===== src/rtl/wide_add_seq.sv =====
// Multi-byte unsigned adder that reuses one 8-bit adder, one byte per cycle, LSB first.
// Operands are latched on an accepted start; sum and cout hold until the next accept.
module wide_add_seq #(
  parameter int unsigned NBYTES = 4
) (
  input  logic                  clk,
  input  logic                  rst_n,
  input  logic                  start,
  input  logic [8*NBYTES-1:0]   a,
  input  logic [8*NBYTES-1:0]   b,
  output logic                  busy,
  output logic                  done,
  output logic [8*NBYTES-1:0]   sum,
  output logic                  cout
);

  localparam int unsigned W  = 8 * NBYTES;
  localparam int unsigned IW = (NBYTES > 1) ? $clog2(NBYTES) : 1;

  typedef enum logic [1:0] {
    S_IDLE = 2'd0,
    S_ADD  = 2'd1,
    S_DONE = 2'd2
  } state_e;

  state_e          state_q, state_d;
  logic [W-1:0]    a_q, a_d;
  logic [W-1:0]    b_q, b_d;
  logic [W-1:0]    sum_q, sum_d;
  logic            cout_q, cout_d;
  logic            carry_q, carry_d;
  logic [IW-1:0]   idx_q, idx_d;
  logic            busy_q, busy_d;
  logic            done_q, done_d;
  logic [8:0]      s9;

  // Next-state and datapath: a single 9-bit add on the currently selected byte.
  always_comb begin
    state_d = state_q;
    a_d     = a_q;
    b_d     = b_q;
    sum_d   = sum_q;
    cout_d  = cout_q;
    carry_d = carry_q;
    idx_d   = idx_q;
    busy_d  = busy_q;
    done_d  = 1'b0;
    s9      = {1'b0, a_q[{idx_q, 3'b000} +: 8]} + {1'b0, b_q[{idx_q, 3'b000} +: 8]}
              + {8'b0, carry_q};

    case (state_q)
      S_ADD: begin
        sum_d[{idx_q, 3'b000} +: 8] = s9[7:0];
        carry_d = s9[8];
        if (idx_q == IW'(NBYTES - 1)) begin
          cout_d  = s9[8];
          busy_d  = 1'b0;
          done_d  = 1'b1;
          state_d = S_DONE;
        end else begin
          idx_d = idx_q + 1'b1;
        end
      end
      S_IDLE, S_DONE: begin
        // Back-to-back accept from DONE behaves exactly like IDLE.
        if (start) begin
          a_d     = a;
          b_d     = b;
          sum_d   = '0;
          cout_d  = 1'b0;
          carry_d = 1'b0;
          idx_d   = '0;
          busy_d  = 1'b1;
          state_d = S_ADD;
        end else begin
          state_d = S_IDLE;
        end
      end
      default: state_d = S_IDLE;
    endcase
  end

  // State and output registers.
  always_ff @(posedge clk or negedge rst_n) begin
    if (!rst_n) begin
      state_q <= S_IDLE;
      a_q     <= '0;
      b_q     <= '0;
      sum_q   <= '0;
      cout_q  <= 1'b0;
      carry_q <= 1'b0;
      idx_q   <= '0;
      busy_q  <= 1'b0;
      done_q  <= 1'b0;
    end else begin
      state_q <= state_d;
      a_q     <= a_d;
      b_q     <= b_d;
      sum_q   <= sum_d;
      cout_q  <= cout_d;
      carry_q <= carry_d;
      idx_q   <= idx_d;
      busy_q  <= busy_d;
      done_q  <= done_d;
    end
  end

  assign busy = busy_q;
  assign done = done_q;
  assign sum  = sum_q;
  assign cout = cout_q;

endmodule


===== config.mk =====
export PLATFORM = sky130hd
export DESIGN_NAME = wide_add_seq
export DESIGN_NICKNAME = d
export VERILOG_FILES = /design/src/rtl/wide_add_seq.sv
export SDC_FILE = /design/constraint.sdc
export NUM_CORES = 1
export LEC_CHECK = 0
export BUFFER_PORTS_ARGS = -buffer_cell sky130_fd_sc_hd__buf_2
export CORE_AREA = 3 3 97 99
export DETAILED_ROUTE_END_ITERATION = 16
export DIE_AREA = 0 0 100 102
export PLACE_DENSITY_LB_ADDON = 0.05
export SYNTH_ARGS = -nofsm -noshare
export SYNTH_HDL_FRONTEND = slang
export SYNTH_SLANG_ARGS = --single-unit

===== constraint.sdc =====
create_clock -name clk -period 6.5 [get_ports clk]
set_input_delay 1.3 -clock clk [delete_from_list [all_inputs] [get_ports clk]]
set_output_delay 1.3 -clock clk [all_outputs]
set_load 0.02 [all_outputs]

# == Word-level counts from Yosys, hierarchy flattened ==
# Index checks and enable logic that the tools add are counted.
# word_totals
output_inout_bits,35
wordCells,48
regBits,104
# classes
eq_ne,6
n_addsub,4
n_reduce_logical,7
shift,4
muxes,18
# ops
cell,count
$pmux 32 s2,1
$shiftx 32x6->8,2
$bwmux 32,1
$mux 32,1
$shift 8x7->32 const A,1
$shiftx 8x7->32,1
$add 8x8->9,1
$add 9x1->9,1
$pmux 2 s2,2
$mux 1,7
$neg 5->7,1
$mux 2,3
$ne 2x2->1 const B,3
$pmux 1 s2,3
$reduce_and 3->1,2
$eq 2x2->1 const B,2
$reduce_and 2->1,2
$add 2x1->2 const B,1
$eq 2x1->1 const B,1
$logic_not 2->1,1
$reduce_bool 2->1,1
$reduce_or 2->1,1

# == Depth between registers and ports, before layout ==
# logic_depth
ltp_word,6
depth_mapped,10

# == Worst setup path before layout ==
# No wires, ideal clock.
# synth_timing
path_kind,register to register
start,register idx_q[0]
end,register sum_q[6] (netlist: sum[6])
period_less_slack_ns,2.645
arrival_time_ns,2.524
path_stages_with_launch,10
slack_ns,3.855
n_path_buf,2
path_cell_list,dfrtp_1 buf_6 buf_2 mux4_2 ha_1 nor2b_1 o2111ai_1 nand3b_1 xor2_1 a22o_1
# synth_between
elab_chain_cells,6
elab_cells_between_ends,9
classes_between,add/sub: 3; shift: 4; mux: 2
# synth_rtl
item,line,source
"start, declared",32,"logic [IW-1:0] idx_q, idx_d;"
"start signal, assigned",102,idx_q <= idx_d;
$shiftx 32x6->8,48,"s9 = {1'b0, a_q[{idx_q, 3'b000} +: 8]} + {1'b0, b_q[{idx_q, 3'b000} +: 8]}"
$add 8x8->9,48,
$add 9x1->9,49,"+ {8'b0, carry_q};"
$shiftx 8x7->32,53,"sum_d[{idx_q, 3'b000} +: 8] = s9[7:0];"
$bwmux 32 *,53,
$pmux 32 s2 *,51,case (state_q)
"end signal, assigned",99,sum_q <= sum_d;
"end, declared",29,"logic [W-1:0] sum_q, sum_d;"
# Mark *: on every way between the ends. The rest lies on a longest branch, timed or not.
# A chain may end at the register's enable or synchronous reset.

# == Final worst setup path ==
# layout_timing
start,register idx_q[0]
end,register sum_q[14] (netlist: sum[14])
# The elaborated chain is that of the path after synthesis.

==> results_dict.tcl <==
set metrics [dict create \
    outcome "finished clean" \
    io_buffers 101 \
    maxSlewHeadroom_pct 20.6 \
    via_per_inst 5.64 \
    coreArea_mm2 0.00864 \
    crit_top_cell "fa_1" \
    postCtsResizedCells 0 \
    rsz0062_at_grt "no" \
    finalNetCount 505 \
    cp_max_fo 22 \
    pwr-share-seq_pct 32.8 \
    cts.sinks 104 \
    nFillCells 708 \
    startpoint_type "register" \
    grt_pass1_vias 3215 \
    path_buf_inv 2 \
    dr.pass1.iters 4 \
    crit_chain "buf_4 > mux4_2 > fa_1 > inv_1 > fa_1 > nor2b_1 > o2111ai_1 > nand3b_1 > xor2_1 > a22o_1" \
    cts_buffer_depth 2 \
    maxSlewViolCount 0 \
    ys_types 41 \
    hold_path.class "reg2reg" \
    tns_ns 0 \
    die_area_mm2 0.0102 \
    synth_area_mm2 0.00472 \
    tritoncts "built" \
    synthCells 323 \
    maxCapViolations 0 \
    worstSetupPathType "reg2reg" \
    final_layout_size_suffix_gt1_share_pct 48.9 \
    fp.dieH_um 102 \
    powerDensity_mw_per_mm2 586 \
    placed_cell_area_mm2 0.00529 \
    fin_crit_ns 3.03 \
    setup_ws_ns 3.47 \
    drt-initial-drc-count 82 \
    wl_met2_um 4590 \
    diodes 0 \
    synth.net_count 405 \
    synth_top_area_share_pct 55.2 \
    grt_pass1_wl_um 16100 \
    topRoutingLayerUsed "met4" \
    die_w_um 100 \
    max_freq_mhz 330 \
    grt_max_degree 71 \
    place_ws_ns 3.20 \
    grt_usage_pct 20.4 \
    p_int_w 0.00188 \
    ys_ff_latch 104 \
    peakVddDrop_v 0.000249 \
    start_util_pct 54.6 \
    post_cts_buffers 0 \
    routabilityCongestion 0.802 \
    yosysMostFrequentCell "dfrtp_1" \
    wire_per_inst_um 18.0 \
    critPathArrivalTime_ns 3.33 \
    crit_family "adder cells" \
    yosysWarnings 0 \
    overflow 0 \
    place_hpwl_um 7040 \
    via_count 3020 \
    holdBufCountCts 0 \
    postRouteWirelength_um 9630 \
    avgSynthCellArea_um2 14.6 \
    p_sw_share_pct 41.7 \
    area_growth_pct 16.6 \
    clockPowerShare_pct 13.3 \
    synth-edff-count 0 \
    worstReg2RegStart "idx_q[0]" \
    yosysTopAreaCell "dfrtp_1" \
    root_buffer "clkbuf_8" \
    end_kind "register" \
    io_pins 102 \
    worstPathRequired_ns 6.80 \
    met1_length_um 4240 \
    cts_buffers 9 \
    cp_slowest_cell "mux4_2" \
    finalCritPeriodShare_pct 46.6 \
    min_from "busy" \
    dr_wl_met3_um 585 \
    p_leak_nw 2.63 \
    ys_seq_area_share_pct 55.2 \
    synthTopCellsByArea "dfrtp_1 55%, mux2_2 15%, mux4_2 7.6%" \
    drcViolationCount 0 \
    synthArstFlopShare_pct 100 \
    synth_flop_cell "dfrtp_1" \
    startpoint "idx_q[0]" \
    skew_ns 0.0129 \
    final_antenna_net_count 0 \
    h-tree-depth 3 \
    num_rows 34 \
    slowest_delay_ns 0.60 \
    setup-violations-final 0 \
    worstMarginPinSlew_ns 1.18 \
    clk_pin_slew_worst_paths_ns 0.10 \
    p_switching_w 0.00135 \
    clk_latency_ns 0.36 \
    antenna_found_initial 0 \
    yosys-top-cells-count "104 x dfrtp_1, 64 x mux2_2, 26 x a22o_1, 16 x mux4_2" \
    stdcell_area_mm2 0.00550 \
    combinationalPowerShare_pct 53.9 \
    hold_viol 0 \
]
[registers in the layout, summed over array words and instances, names as in the netlist]
name,cells
state_q,2
idx_q,2
a_q,32
sum,32
b_q,32
cout,1
done,1
busy,1
carry_q,1
[through the flow]
stage	std cells	utilization, %	hold slack [ns]	power [W]
6_report	535	63.7	0.480	0.00323
2_1_floorplan	323	-	0.475	0.00234
5_1_grt	535	63.7	0.509	0.00346
3_5_place_dp	520	61.3	0.464	0.00282
4_1_cts	535	63.7	0.486	0.00326
3_3_place_gp	520	61.3	0.459	0.00279
[path summary, 6_finish.rpt]
| path | endpoint | cells past startpoint | slack (ns) |
|---|---|---|---|
| min in group asynchronous | a_q[4] | 1 | 0.93 |
| max in group asynchronous | b_q[19] | 2 | 4.45 |
| max | sum[14] | 10 | 3.47 |
| max reg2reg | sum[14] | 10 | 3.47 |
| min reg2reg | busy | 1 | 0.48 |
| min | busy | 1 | 0.48 |
[final cells by class]
class,instances,area (um2),share of cell area [%]
Clock buffer,10,128,2.32
Clock inverter,5,82.6,1.50
Inverter,11,41.3,0.750
Multi-Input combinational cell,192,1980,35.9
Sequential cell,104,2600,47.3
Tap cell,108,135,2.46
Timing Repair Buffer,105,538,9.78
[cells by family after synthesis]
| kind of cell | synth area share (%) |
|---|---|
| compound gates | 9.65 |
| simple gates | 3.74 |
| xor+xnor | 1.11 |
| fa+ha+maj | 4.30 |
| mux | 22.9 |
| buf+inv | 3.13 |
| flops | 55.2 |
[cells in the final DEF (no fill, tap or decap), types with 5 or more instances in the layout]
cell and count:
dfrtp_1 104, buf_2 100, mux2_2 64, a22o_1 26, mux4_2 16, nand2_1 13
ha_1 13, o21ai_0 10, inv_1 9, clkbuf_8 9, nor2_1 6, a21o_1 5
buf_4 5
[power by group through the flow]
stage               Combinational, W  Sequential [W]  Clock, W
finish                       0.00174         0.00106  0.000429
global route                 0.00189         0.00110  0.000470
CTS                          0.00176         0.00106  0.000439
detailed placement           0.00174         0.00108         0
global placement             0.00173         0.00107         0
floorplan                    0.00125         0.00109         0
[per-layer routing]
| layer | vias to the layer above | track usage, % |
|---|---|---|
| li1 | 1390 | - |
| met1 | 1505 | 27.2 |
| met2 | 106 | 32.7 |
| met3 | 19 | 4.57 |
| met4 | 0 | 8.70 |
| met5 | - | 0 |
[worst reg2reg max path, stage by stage (launching register included)]
cell and delay [ns]:
dfrtp_1 0.33, buf_4 0.36, mux4_2 0.61, fa_1 0.44, inv_1 0.09, fa_1 0.21, nor2b_1 0.07, o2111ai_1 0.18
nand3b_1 0.13, xor2_1 0.35, a22o_1 0.19
Note: power is estimated with default switching activity, not from simulation.
